[src/rtl/mmu_arb_pkg.sv]
// Shared types and constants for the MMU / data / fetch DRAM arbiter.
package mmu_arb_pkg;

    // Width of the owner code carried on the owner port and by the picker.
    localparam int OWN_W = 2;

    // Arbiter sequencing: pick, strobe the command, skip one cycle, await completion.
    typedef enum logic [1:0] {
        ARB_IDLE  = 2'd0,
        ARB_ISSUE = 2'd1,
        ARB_GUARD = 2'd2,
        ARB_WAIT  = 2'd3
    } arb_state_e;

    // Owner codes, also used as the picker's winner code.
    localparam logic [OWN_W-1:0] OWN_NONE = 2'd0;
    localparam logic [OWN_W-1:0] OWN_PTW  = 2'd1;
    localparam logic [OWN_W-1:0] OWN_DM   = 2'd2;
    localparam logic [OWN_W-1:0] OWN_IF   = 2'd3;

    // Full-word byte enables for requesters that carry no strobe of their own.
    localparam logic [3:0] WSTRB_FULL = 4'hF;

endpackage

[src/rtl/mmu_dram_arbiter_if.sv]
// Requester and DRAM-controller signal bundle for mmu_dram_arbiter.
// The slave modport is the arbiter's view; master is the surrounding system.
interface mmu_dram_arbiter_if #(
    parameter int ADDR_W = 32,
    parameter int DATA_W = 32
);
    import mmu_arb_pkg::*;

    // Page-table walker
    logic              ptw_req;
    logic              ptw_we;
    logic [ADDR_W-1:0] ptw_addr;
    logic [DATA_W-1:0] ptw_wdata;
    logic              ptw_lock;
    logic              ptw_ack;
    logic              ptw_rvalid;

    // Data memory port
    logic              dm_req;
    logic              dm_we;
    logic [ADDR_W-1:0] dm_addr;
    logic [DATA_W-1:0] dm_wdata;
    logic [3:0]        dm_wstrb;
    logic              dm_ack;
    logic              dm_rvalid;

    // Instruction fetch
    logic              if_req;
    logic [ADDR_W-1:0] if_addr;
    logic              if_ack;
    logic              if_rvalid;

    // Shared return path and status
    logic [DATA_W-1:0] rdata;
    logic [OWN_W-1:0]  owner;

    // DRAM controller command side
    logic              dram_req;
    logic              dram_we;
    logic [ADDR_W-1:0] dram_addr;
    logic [DATA_W-1:0] dram_wdata;
    logic [3:0]        dram_wstrb;
    logic              dram_busy;
    logic [DATA_W-1:0] dram_odata;

    modport slave (
        input  ptw_req, ptw_we, ptw_addr, ptw_wdata, ptw_lock,
        input  dm_req, dm_we, dm_addr, dm_wdata, dm_wstrb,
        input  if_req, if_addr,
        input  dram_busy, dram_odata,
        output ptw_ack, ptw_rvalid, dm_ack, dm_rvalid, if_ack, if_rvalid,
        output rdata, owner,
        output dram_req, dram_we, dram_addr, dram_wdata, dram_wstrb
    );

    modport master (
        output ptw_req, ptw_we, ptw_addr, ptw_wdata, ptw_lock,
        output dm_req, dm_we, dm_addr, dm_wdata, dm_wstrb,
        output if_req, if_addr,
        output dram_busy, dram_odata,
        input  ptw_ack, ptw_rvalid, dm_ack, dm_rvalid, if_ack, if_rvalid,
        input  rdata, owner,
        input  dram_req, dram_we, dram_addr, dram_wdata, dram_wstrb
    );

endinterface

[src/rtl/mmu_arb_pick.sv]
// Combinational winner selection for the DRAM arbiter.
// A page walk in progress (ptw_lock) shuts out DM and IF entirely; otherwise
// PTW > DM > IF, with IF promoted above DM once the starvation limit is hit.
module mmu_arb_pick
    import mmu_arb_pkg::*;
(
    input  logic             ptw_req,
    input  logic             dm_req,
    input  logic             if_req,
    input  logic             ptw_lock,
    input  logic             starve,
    output logic [OWN_W-1:0] owner
);

    // Priority pick with lock gating and starvation promotion of IF
    always_comb begin
        owner = OWN_NONE;
        if (ptw_lock) begin
            if (ptw_req) begin
                owner = OWN_PTW;
            end else begin
                owner = OWN_NONE;
            end
        end else if (ptw_req) begin
            owner = OWN_PTW;
        end else if (starve && if_req) begin
            owner = OWN_IF;
        end else if (dm_req) begin
            owner = OWN_DM;
        end else if (if_req) begin
            owner = OWN_IF;
        end else begin
            owner = OWN_NONE;
        end
    end

endmodule

[src/rtl/mmu_dram_arbiter.sv]
// Single-port DRAM arbiter for PTW, data port and instruction fetch.
// One transaction at a time: IDLE picks a winner and latches its command,
// ISSUE strobes dram_req, GUARD lets the controller raise busy, WAIT returns
// data on busy low. Every output is registered.
module mmu_dram_arbiter
    import mmu_arb_pkg::*;
#(
    parameter int ADDR_W       = 32,
    parameter int DATA_W       = 32,
    parameter int STARVE_LIMIT = 4
) (
    input logic               CLK,
    input logic               RST,
    mmu_dram_arbiter_if.slave bus
);

    localparam int              CNT_W      = $clog2(STARVE_LIMIT + 1);
    localparam logic [CNT_W-1:0] STARVE_MAX = CNT_W'(STARVE_LIMIT);

    arb_state_e        state_r, state_nxt_s;
    logic [OWN_W-1:0]  pick_s;
    logic              starve_s;
    logic [CNT_W-1:0]  starve_cnt_r, starve_cnt_nxt_s, starve_inc_s;

    logic              ptw_ack_r, dm_ack_r, if_ack_r;
    logic              ptw_ack_nxt_s, dm_ack_nxt_s, if_ack_nxt_s;
    logic              ptw_rvalid_r, dm_rvalid_r, if_rvalid_r;
    logic              ptw_rvalid_nxt_s, dm_rvalid_nxt_s, if_rvalid_nxt_s;
    logic [DATA_W-1:0] rdata_r, rdata_nxt_s;
    logic [OWN_W-1:0]  owner_r, owner_nxt_s;
    logic              dram_req_r, dram_req_nxt_s;
    logic              dram_we_r, dram_we_nxt_s;
    logic [ADDR_W-1:0] dram_addr_r, dram_addr_nxt_s;
    logic [DATA_W-1:0] dram_wdata_r, dram_wdata_nxt_s;
    logic [3:0]        dram_wstrb_r, dram_wstrb_nxt_s;

    assign starve_s     = (starve_cnt_r == STARVE_MAX);
    assign starve_inc_s = starve_s ? STARVE_MAX : (starve_cnt_r + CNT_W'(1));

    mmu_arb_pick u_pick (
        .ptw_req  (bus.ptw_req),
        .dm_req   (bus.dm_req),
        .if_req   (bus.if_req),
        .ptw_lock (bus.ptw_lock),
        .starve   (starve_s),
        .owner    (pick_s)
    );

    // State register
    always_ff @(posedge CLK or posedge RST) begin
        if (RST) begin
            state_r <= ARB_IDLE;
        end else begin
            state_r <= state_nxt_s;
        end
    end

    // Next-state: fixed one-cycle ISSUE and GUARD, WAIT until the controller frees up
    always_comb begin
        state_nxt_s = state_r;
        case (state_r)
            ARB_IDLE: begin
                if (pick_s != OWN_NONE) begin
                    state_nxt_s = ARB_ISSUE;
                end else begin
                    state_nxt_s = ARB_IDLE;
                end
            end
            ARB_ISSUE: state_nxt_s = ARB_GUARD;
            ARB_GUARD: state_nxt_s = ARB_WAIT;
            ARB_WAIT: begin
                if (!bus.dram_busy) begin
                    state_nxt_s = ARB_IDLE;
                end else begin
                    state_nxt_s = ARB_WAIT;
                end
            end
            default: state_nxt_s = ARB_IDLE;
        endcase
    end

    // Output next-values: grant/latch in IDLE, completion in WAIT, starvation bookkeeping
    always_comb begin
        ptw_ack_nxt_s    = 1'b0;
        dm_ack_nxt_s     = 1'b0;
        if_ack_nxt_s     = 1'b0;
        ptw_rvalid_nxt_s = 1'b0;
        dm_rvalid_nxt_s  = 1'b0;
        if_rvalid_nxt_s  = 1'b0;
        dram_req_nxt_s   = 1'b0;
        rdata_nxt_s      = rdata_r;
        owner_nxt_s      = owner_r;
        dram_we_nxt_s    = dram_we_r;
        dram_addr_nxt_s  = dram_addr_r;
        dram_wdata_nxt_s = dram_wdata_r;
        dram_wstrb_nxt_s = dram_wstrb_r;
        starve_cnt_nxt_s = starve_cnt_r;
        case (state_r)
            ARB_IDLE: begin
                case (pick_s)
                    OWN_PTW: begin
                        ptw_ack_nxt_s    = 1'b1;
                        dram_we_nxt_s    = bus.ptw_we;
                        dram_addr_nxt_s  = bus.ptw_addr;
                        dram_wdata_nxt_s = bus.ptw_wdata;
                        dram_wstrb_nxt_s = WSTRB_FULL;
                    end
                    OWN_DM: begin
                        dm_ack_nxt_s     = 1'b1;
                        dram_we_nxt_s    = bus.dm_we;
                        dram_addr_nxt_s  = bus.dm_addr;
                        dram_wdata_nxt_s = bus.dm_wdata;
                        dram_wstrb_nxt_s = bus.dm_wstrb;
                    end
                    OWN_IF: begin
                        if_ack_nxt_s     = 1'b1;
                        dram_we_nxt_s    = 1'b0;
                        dram_addr_nxt_s  = bus.if_addr;
                        dram_wdata_nxt_s = {DATA_W{1'b0}};
                        dram_wstrb_nxt_s = WSTRB_FULL;
                    end
                    default: begin
                    end
                endcase
                if (pick_s != OWN_NONE) begin
                    owner_nxt_s    = pick_s;
                    dram_req_nxt_s = 1'b1;
                end else begin
                    owner_nxt_s    = OWN_NONE;
                end
                // IF grants and an idle fetch port both forgive past DM wins
                if (pick_s == OWN_IF) begin
                    starve_cnt_nxt_s = {CNT_W{1'b0}};
                end else if ((pick_s == OWN_DM) && bus.if_req) begin
                    starve_cnt_nxt_s = starve_inc_s;
                end else if (!bus.if_req) begin
                    starve_cnt_nxt_s = {CNT_W{1'b0}};
                end else begin
                    starve_cnt_nxt_s = starve_cnt_r;
                end
            end
            ARB_ISSUE, ARB_GUARD: begin
            end
            ARB_WAIT: begin
                if (!bus.dram_busy) begin
                    rdata_nxt_s = bus.dram_odata;
                    owner_nxt_s = OWN_NONE;
                    case (owner_r)
                        OWN_PTW: ptw_rvalid_nxt_s = 1'b1;
                        OWN_DM:  dm_rvalid_nxt_s  = 1'b1;
                        OWN_IF:  if_rvalid_nxt_s  = 1'b1;
                        default: begin
                        end
                    endcase
                end else begin
                    owner_nxt_s = owner_r;
                end
            end
            default: begin
            end
        endcase
    end

    // Output and counter registers
    always_ff @(posedge CLK or posedge RST) begin
        if (RST) begin
            ptw_ack_r    <= 1'b0;
            dm_ack_r     <= 1'b0;
            if_ack_r     <= 1'b0;
            ptw_rvalid_r <= 1'b0;
            dm_rvalid_r  <= 1'b0;
            if_rvalid_r  <= 1'b0;
            rdata_r      <= {DATA_W{1'b0}};
            owner_r      <= OWN_NONE;
            dram_req_r   <= 1'b0;
            dram_we_r    <= 1'b0;
            dram_addr_r  <= {ADDR_W{1'b0}};
            dram_wdata_r <= {DATA_W{1'b0}};
            dram_wstrb_r <= 4'h0;
            starve_cnt_r <= {CNT_W{1'b0}};
        end else begin
            ptw_ack_r    <= ptw_ack_nxt_s;
            dm_ack_r     <= dm_ack_nxt_s;
            if_ack_r     <= if_ack_nxt_s;
            ptw_rvalid_r <= ptw_rvalid_nxt_s;
            dm_rvalid_r  <= dm_rvalid_nxt_s;
            if_rvalid_r  <= if_rvalid_nxt_s;
            rdata_r      <= rdata_nxt_s;
            owner_r      <= owner_nxt_s;
            dram_req_r   <= dram_req_nxt_s;
            dram_we_r    <= dram_we_nxt_s;
            dram_addr_r  <= dram_addr_nxt_s;
            dram_wdata_r <= dram_wdata_nxt_s;
            dram_wstrb_r <= dram_wstrb_nxt_s;
            starve_cnt_r <= starve_cnt_nxt_s;
        end
    end

    assign bus.ptw_ack    = ptw_ack_r;
    assign bus.dm_ack     = dm_ack_r;
    assign bus.if_ack     = if_ack_r;
    assign bus.ptw_rvalid = ptw_rvalid_r;
    assign bus.dm_rvalid  = dm_rvalid_r;
    assign bus.if_rvalid  = if_rvalid_r;
    assign bus.rdata      = rdata_r;
    assign bus.owner      = owner_r;
    assign bus.dram_req   = dram_req_r;
    assign bus.dram_we    = dram_we_r;
    assign bus.dram_addr  = dram_addr_r;
    assign bus.dram_wdata = dram_wdata_r;
    assign bus.dram_wstrb = dram_wstrb_r;

endmodule
[src/flat_wrapper.sv]
// flat-port wrapper written by rule: the top's interface ports become plain ports
module mmu_dram_arbiter_flat import mmu_arb_pkg::*;
#(
    parameter int ADDR_W       = 32,
    parameter int DATA_W       = 32,
    parameter int STARVE_LIMIT = 4
)
  (CLK, RST, bus_ptw_req, bus_ptw_we, bus_ptw_addr, bus_ptw_wdata, bus_ptw_lock, bus_dm_req, bus_dm_we, bus_dm_addr, bus_dm_wdata, bus_dm_wstrb, bus_if_req, bus_if_addr, bus_dram_busy, bus_dram_odata, bus_ptw_ack, bus_ptw_rvalid, bus_dm_ack, bus_dm_rvalid, bus_if_ack, bus_if_rvalid, bus_rdata, bus_owner, bus_dram_req, bus_dram_we, bus_dram_addr, bus_dram_wdata, bus_dram_wstrb);
  mmu_dram_arbiter_if #(.ADDR_W(ADDR_W), .DATA_W(DATA_W)) bus_i ();
  input logic CLK;
  input logic RST;
  input wire logic [$bits(bus_i.ptw_req)-1:0] bus_ptw_req;
  input wire logic [$bits(bus_i.ptw_we)-1:0] bus_ptw_we;
  input wire logic [$bits(bus_i.ptw_addr)-1:0] bus_ptw_addr;
  input wire logic [$bits(bus_i.ptw_wdata)-1:0] bus_ptw_wdata;
  input wire logic [$bits(bus_i.ptw_lock)-1:0] bus_ptw_lock;
  input wire logic [$bits(bus_i.dm_req)-1:0] bus_dm_req;
  input wire logic [$bits(bus_i.dm_we)-1:0] bus_dm_we;
  input wire logic [$bits(bus_i.dm_addr)-1:0] bus_dm_addr;
  input wire logic [$bits(bus_i.dm_wdata)-1:0] bus_dm_wdata;
  input wire logic [$bits(bus_i.dm_wstrb)-1:0] bus_dm_wstrb;
  input wire logic [$bits(bus_i.if_req)-1:0] bus_if_req;
  input wire logic [$bits(bus_i.if_addr)-1:0] bus_if_addr;
  input wire logic [$bits(bus_i.dram_busy)-1:0] bus_dram_busy;
  input wire logic [$bits(bus_i.dram_odata)-1:0] bus_dram_odata;
  output wire logic [$bits(bus_i.ptw_ack)-1:0] bus_ptw_ack;
  output wire logic [$bits(bus_i.ptw_rvalid)-1:0] bus_ptw_rvalid;
  output wire logic [$bits(bus_i.dm_ack)-1:0] bus_dm_ack;
  output wire logic [$bits(bus_i.dm_rvalid)-1:0] bus_dm_rvalid;
  output wire logic [$bits(bus_i.if_ack)-1:0] bus_if_ack;
  output wire logic [$bits(bus_i.if_rvalid)-1:0] bus_if_rvalid;
  output wire logic [$bits(bus_i.rdata)-1:0] bus_rdata;
  output wire logic [$bits(bus_i.owner)-1:0] bus_owner;
  output wire logic [$bits(bus_i.dram_req)-1:0] bus_dram_req;
  output wire logic [$bits(bus_i.dram_we)-1:0] bus_dram_we;
  output wire logic [$bits(bus_i.dram_addr)-1:0] bus_dram_addr;
  output wire logic [$bits(bus_i.dram_wdata)-1:0] bus_dram_wdata;
  output wire logic [$bits(bus_i.dram_wstrb)-1:0] bus_dram_wstrb;
  assign bus_i.ptw_req = bus_ptw_req;
  assign bus_i.ptw_we = bus_ptw_we;
  assign bus_i.ptw_addr = bus_ptw_addr;
  assign bus_i.ptw_wdata = bus_ptw_wdata;
  assign bus_i.ptw_lock = bus_ptw_lock;
  assign bus_i.dm_req = bus_dm_req;
  assign bus_i.dm_we = bus_dm_we;
  assign bus_i.dm_addr = bus_dm_addr;
  assign bus_i.dm_wdata = bus_dm_wdata;
  assign bus_i.dm_wstrb = bus_dm_wstrb;
  assign bus_i.if_req = bus_if_req;
  assign bus_i.if_addr = bus_if_addr;
  assign bus_i.dram_busy = bus_dram_busy;
  assign bus_i.dram_odata = bus_dram_odata;
  assign bus_ptw_ack = bus_i.ptw_ack;
  assign bus_ptw_rvalid = bus_i.ptw_rvalid;
  assign bus_dm_ack = bus_i.dm_ack;
  assign bus_dm_rvalid = bus_i.dm_rvalid;
  assign bus_if_ack = bus_i.if_ack;
  assign bus_if_rvalid = bus_i.if_rvalid;
  assign bus_rdata = bus_i.rdata;
  assign bus_owner = bus_i.owner;
  assign bus_dram_req = bus_i.dram_req;
  assign bus_dram_we = bus_i.dram_we;
  assign bus_dram_addr = bus_i.dram_addr;
  assign bus_dram_wdata = bus_i.dram_wdata;
  assign bus_dram_wstrb = bus_i.dram_wstrb;
  mmu_dram_arbiter #(.ADDR_W(ADDR_W), .DATA_W(DATA_W), .STARVE_LIMIT(STARVE_LIMIT)) u_core (.CLK(CLK), .RST(RST), .bus(bus_i));
endmodule
[config.mk]
export PLATFORM = sky130hd
export DESIGN_NAME = mmu_dram_arbiter_flat
export DESIGN_NICKNAME = d
export VERILOG_FILES = /design/src/rtl/mmu_arb_pkg.sv /design/src/rtl/mmu_dram_arbiter_if.sv /design/src/rtl/mmu_arb_pick.sv /design/src/rtl/mmu_dram_arbiter.sv /design/src/flat_wrapper.sv
export SDC_FILE = /design/constraint.sdc
export NUM_CORES = 1
export LEC_CHECK = 0
export ABC_AREA = 1
export BUFFER_PORTS_ARGS = -buffer_cell sky130_fd_sc_hd__buf_2
export CORE_AREA = 3 3 123 125
export DETAILED_ROUTE_END_ITERATION = 16
export DIE_AREA = 0 0 126 128
export PLACE_DENSITY = 0.72
export SYNTH_ARGS = -nofsm -noshare
export SYNTH_HDL_FRONTEND = slang
export SYNTH_SLANG_ARGS = --single-unit
[constraint.sdc]
create_clock -name CLK -period 4.9 [get_ports CLK]
set_input_delay 0.98 -clock CLK [delete_from_list [all_inputs] [get_ports CLK]]
set_output_delay 0.98 -clock CLK [all_outputs]
set_load 0.1 [all_outputs]
==> metrics.cfg <==
[status]
status = finished, final reports clean

[place]
portBuffers = 314
dp_hpwl_um = 13700
place.gp.congestion = 0.834

[layout]
fin_nets = 1252
area_delta_synth_final_pct = 40.1
layout_common_cells = 409 x nand2_1, 314 x buf_2, 115 x dfrtp_1
mostFrequentLayoutCell = nand2_1
diodes = 0
drive_gt1_frac = 0.345

[global_route]
grt_pass1_vias = 5705
grt_overflow_total = 0
antenna_found_initial = 1
grt_pass1_wl_um = 30000
grt_max_degree = 71
track_usage = 0.236

[worst_setup_path]
worstPathArrival_ns = 3.13
slowest_stage = nor2_4
crit_top_cell = nand2_2
critPathCaptureType = flip-flop
cp.required_ns = 5.24
path_cells = buf_2 -> inv_2 -> nor2_4 -> nand2_2 -> nand2_2 -> nand2_2 -> nand2_4 -> buf_4 -> o21ai_0 -> nand2_1
crit_path_start_kind = primary input
critPathMaxStageDelay_ns = 0.63
criticalPathCategory = primary input to flip-flop
cp_max_fo = 70

[floorplanning]
start_util = 0.399
die_x_um = 126
dieHeight_um = 128
io_pins = 315
die-area_um2 = 16100
core_um2 = 14000
std_cell_rows = 43

[worst_hold_path]
hp-class = flip-flop to flip-flop

[synthesis]
syn_nets = 959
seq_area_frac_synth = 0.515
synth-seq-cells = 115
synth_top_area_share = 0.515
yosys_warnings = 0
yosysUniqueCellTypes = 22
synth_area_leaders = dfrtp_1 52%, nand2_1 28%, nand3_1 8.9%
synth_cells = 752
synthesis.area_um2 = 5590
synth_area_per_cell_um2 = 7.43
yosysTopAreaCell = dfrtp_1

[clocking]
cts.clk_slew.worst_paths_ns = 0.05
root_buffer = clkbuf_16
htreeDepth = 4
cts_made_buffers = 17
cts_resized = 0
postCtsSetupBuffers = 0
clock_latency_ns = 0.41
clock_path_buffers = 2
ctsHoldBuffers = 0
cts_sinks = 115
cts_tree = yes

[timing]
clock_skew_ns = 0.00758
post-route-min-period_ns = 2.79
fin_hold_ws_ns = 0.462
final.setup.tns_ns = 0
fin_crit_sh = 0.569
maxSlewViolCount = 0
grt_setup_unrepaired = no
relSlewSlack = 0.318
tightest_slew_ns = 1.02
setup_viol = 0
fmax_ghz = 0.359
hold_viol_final = 0

[route]
routed_wl_um = 19400
via_per_inst = 4.94
first_iter_violations = 348
route.detailed.drc = 0
drtPass1Iterations = 5
ant_nets = 0
wl_per_cell_um = 15.7
vias = 6108

[flow_run]
maxCapViolations = 0

==> stage by stage <==
step | cells | setup WS, ns | utilization | area (um^2)
floorplan | 752 | 0.876 | - | 5590
global placement | 1206 | 1.70 | 0.518 | 7240
detailed placement | 1206 | 1.66 | 0.518 | 7240
CTS | 1237 | 2.10 | 0.559 | 7820
global route | 1237 | 1.86 | 0.559 | 7820
finish | 1237 | 2.11 | 0.559 | 7820
==> worst paths after layout <==
kind / startpoint / to / slack (ns) / depth (start not counted)
worst max-delay path: bus_if_req / u_core.bus.dram_wstrb[3] / 2.11 / 10
worst min register to register: u_core.bus.owner[0] / u_core.bus.dm_rvalid / 0.46 / 1
max in group asynchronous: RST / u_core.bus.rdata[31] / 3.44 / 3
worst max register to register: u_core.starve_cnt_r[0] / u_core.bus.dram_wdata[2] / 2.34 / 13
worst min-delay path: u_core.bus.owner[0] / u_core.bus.dm_rvalid / 0.46 / 1
min in group asynchronous: RST / u_core.bus.dram_wdata[10] / 0.47 / 2
==> registers in the layout (all words and copies together), names as in the netlist, 2 cells and up <==
| name | flops |
|---|---|
| u_core.bus.dram_wstrb | 4 |
| u_core.starve_cnt_r | 3 |
| u_core.state_r | 2 |
| u_core.bus.dram_wdata | 32 |
| u_core.bus.owner | 2 |
| u_core.bus.dram_addr | 32 |
| u_core.bus.rdata | 32 |
==> Yosys cell counts (all sizes together) <==
cell type and count:
o21ai 10, xnor2 1, clkinv 2, nor3 4, ha 2, nand2 414, buf 29, nor2 10
nand3 99, dfrtp 115, nand4 33, inv 12, clkbuf 21
==> logic make-up (layout without fill, tap and decap cells) <==
family / count (synthesis) / after routing / synth area share
AOI/OAI and AO/OA: 10 / 10 / 0.00896
xor gates and xnor gates: 1 / 1 / 0.00157
adders and majority gates: 2 / 2 / 0.00448
buffers and inverters: 64 / 369 / 0.0502
DFF: 115 / 115 / 0.515
and+or+nand+nor: 560 / 560 / 0.420
==> cell type report <==
cell class | instances | area (um^2)
clock buffer | 19 | 443
timing repair buffer | 324 | 1650
inverter | 14 | 55.1
sequential | 115 | 2880
fill | 1369 | 6170
multi-input combinational | 573 | 2440
clock inverter | 12 | 139
tap | 180 | 225
==> routing by layer <==
layer	global-route usage	vias to the layer above	part of all wire
met4	0.0808	2	0.018
met1	0.284	2819	0.39
li1	-	2991	-
met5	0	-	0.00067
met3	0.0688	27	0.084
met2	0.405	269	0.51
==> worst max-delay path: cells and delay by family <==
family                 cells  cell delay, ns
and+or+nand+nor            6            1.16
buffers and inverters      3            0.77
AOI/OAI and AO/OA          1            0.18
Power is left out: the tool's default activity adds up to more than one toggle a clock period on the data nets, which glitch-free logic cannot reach.
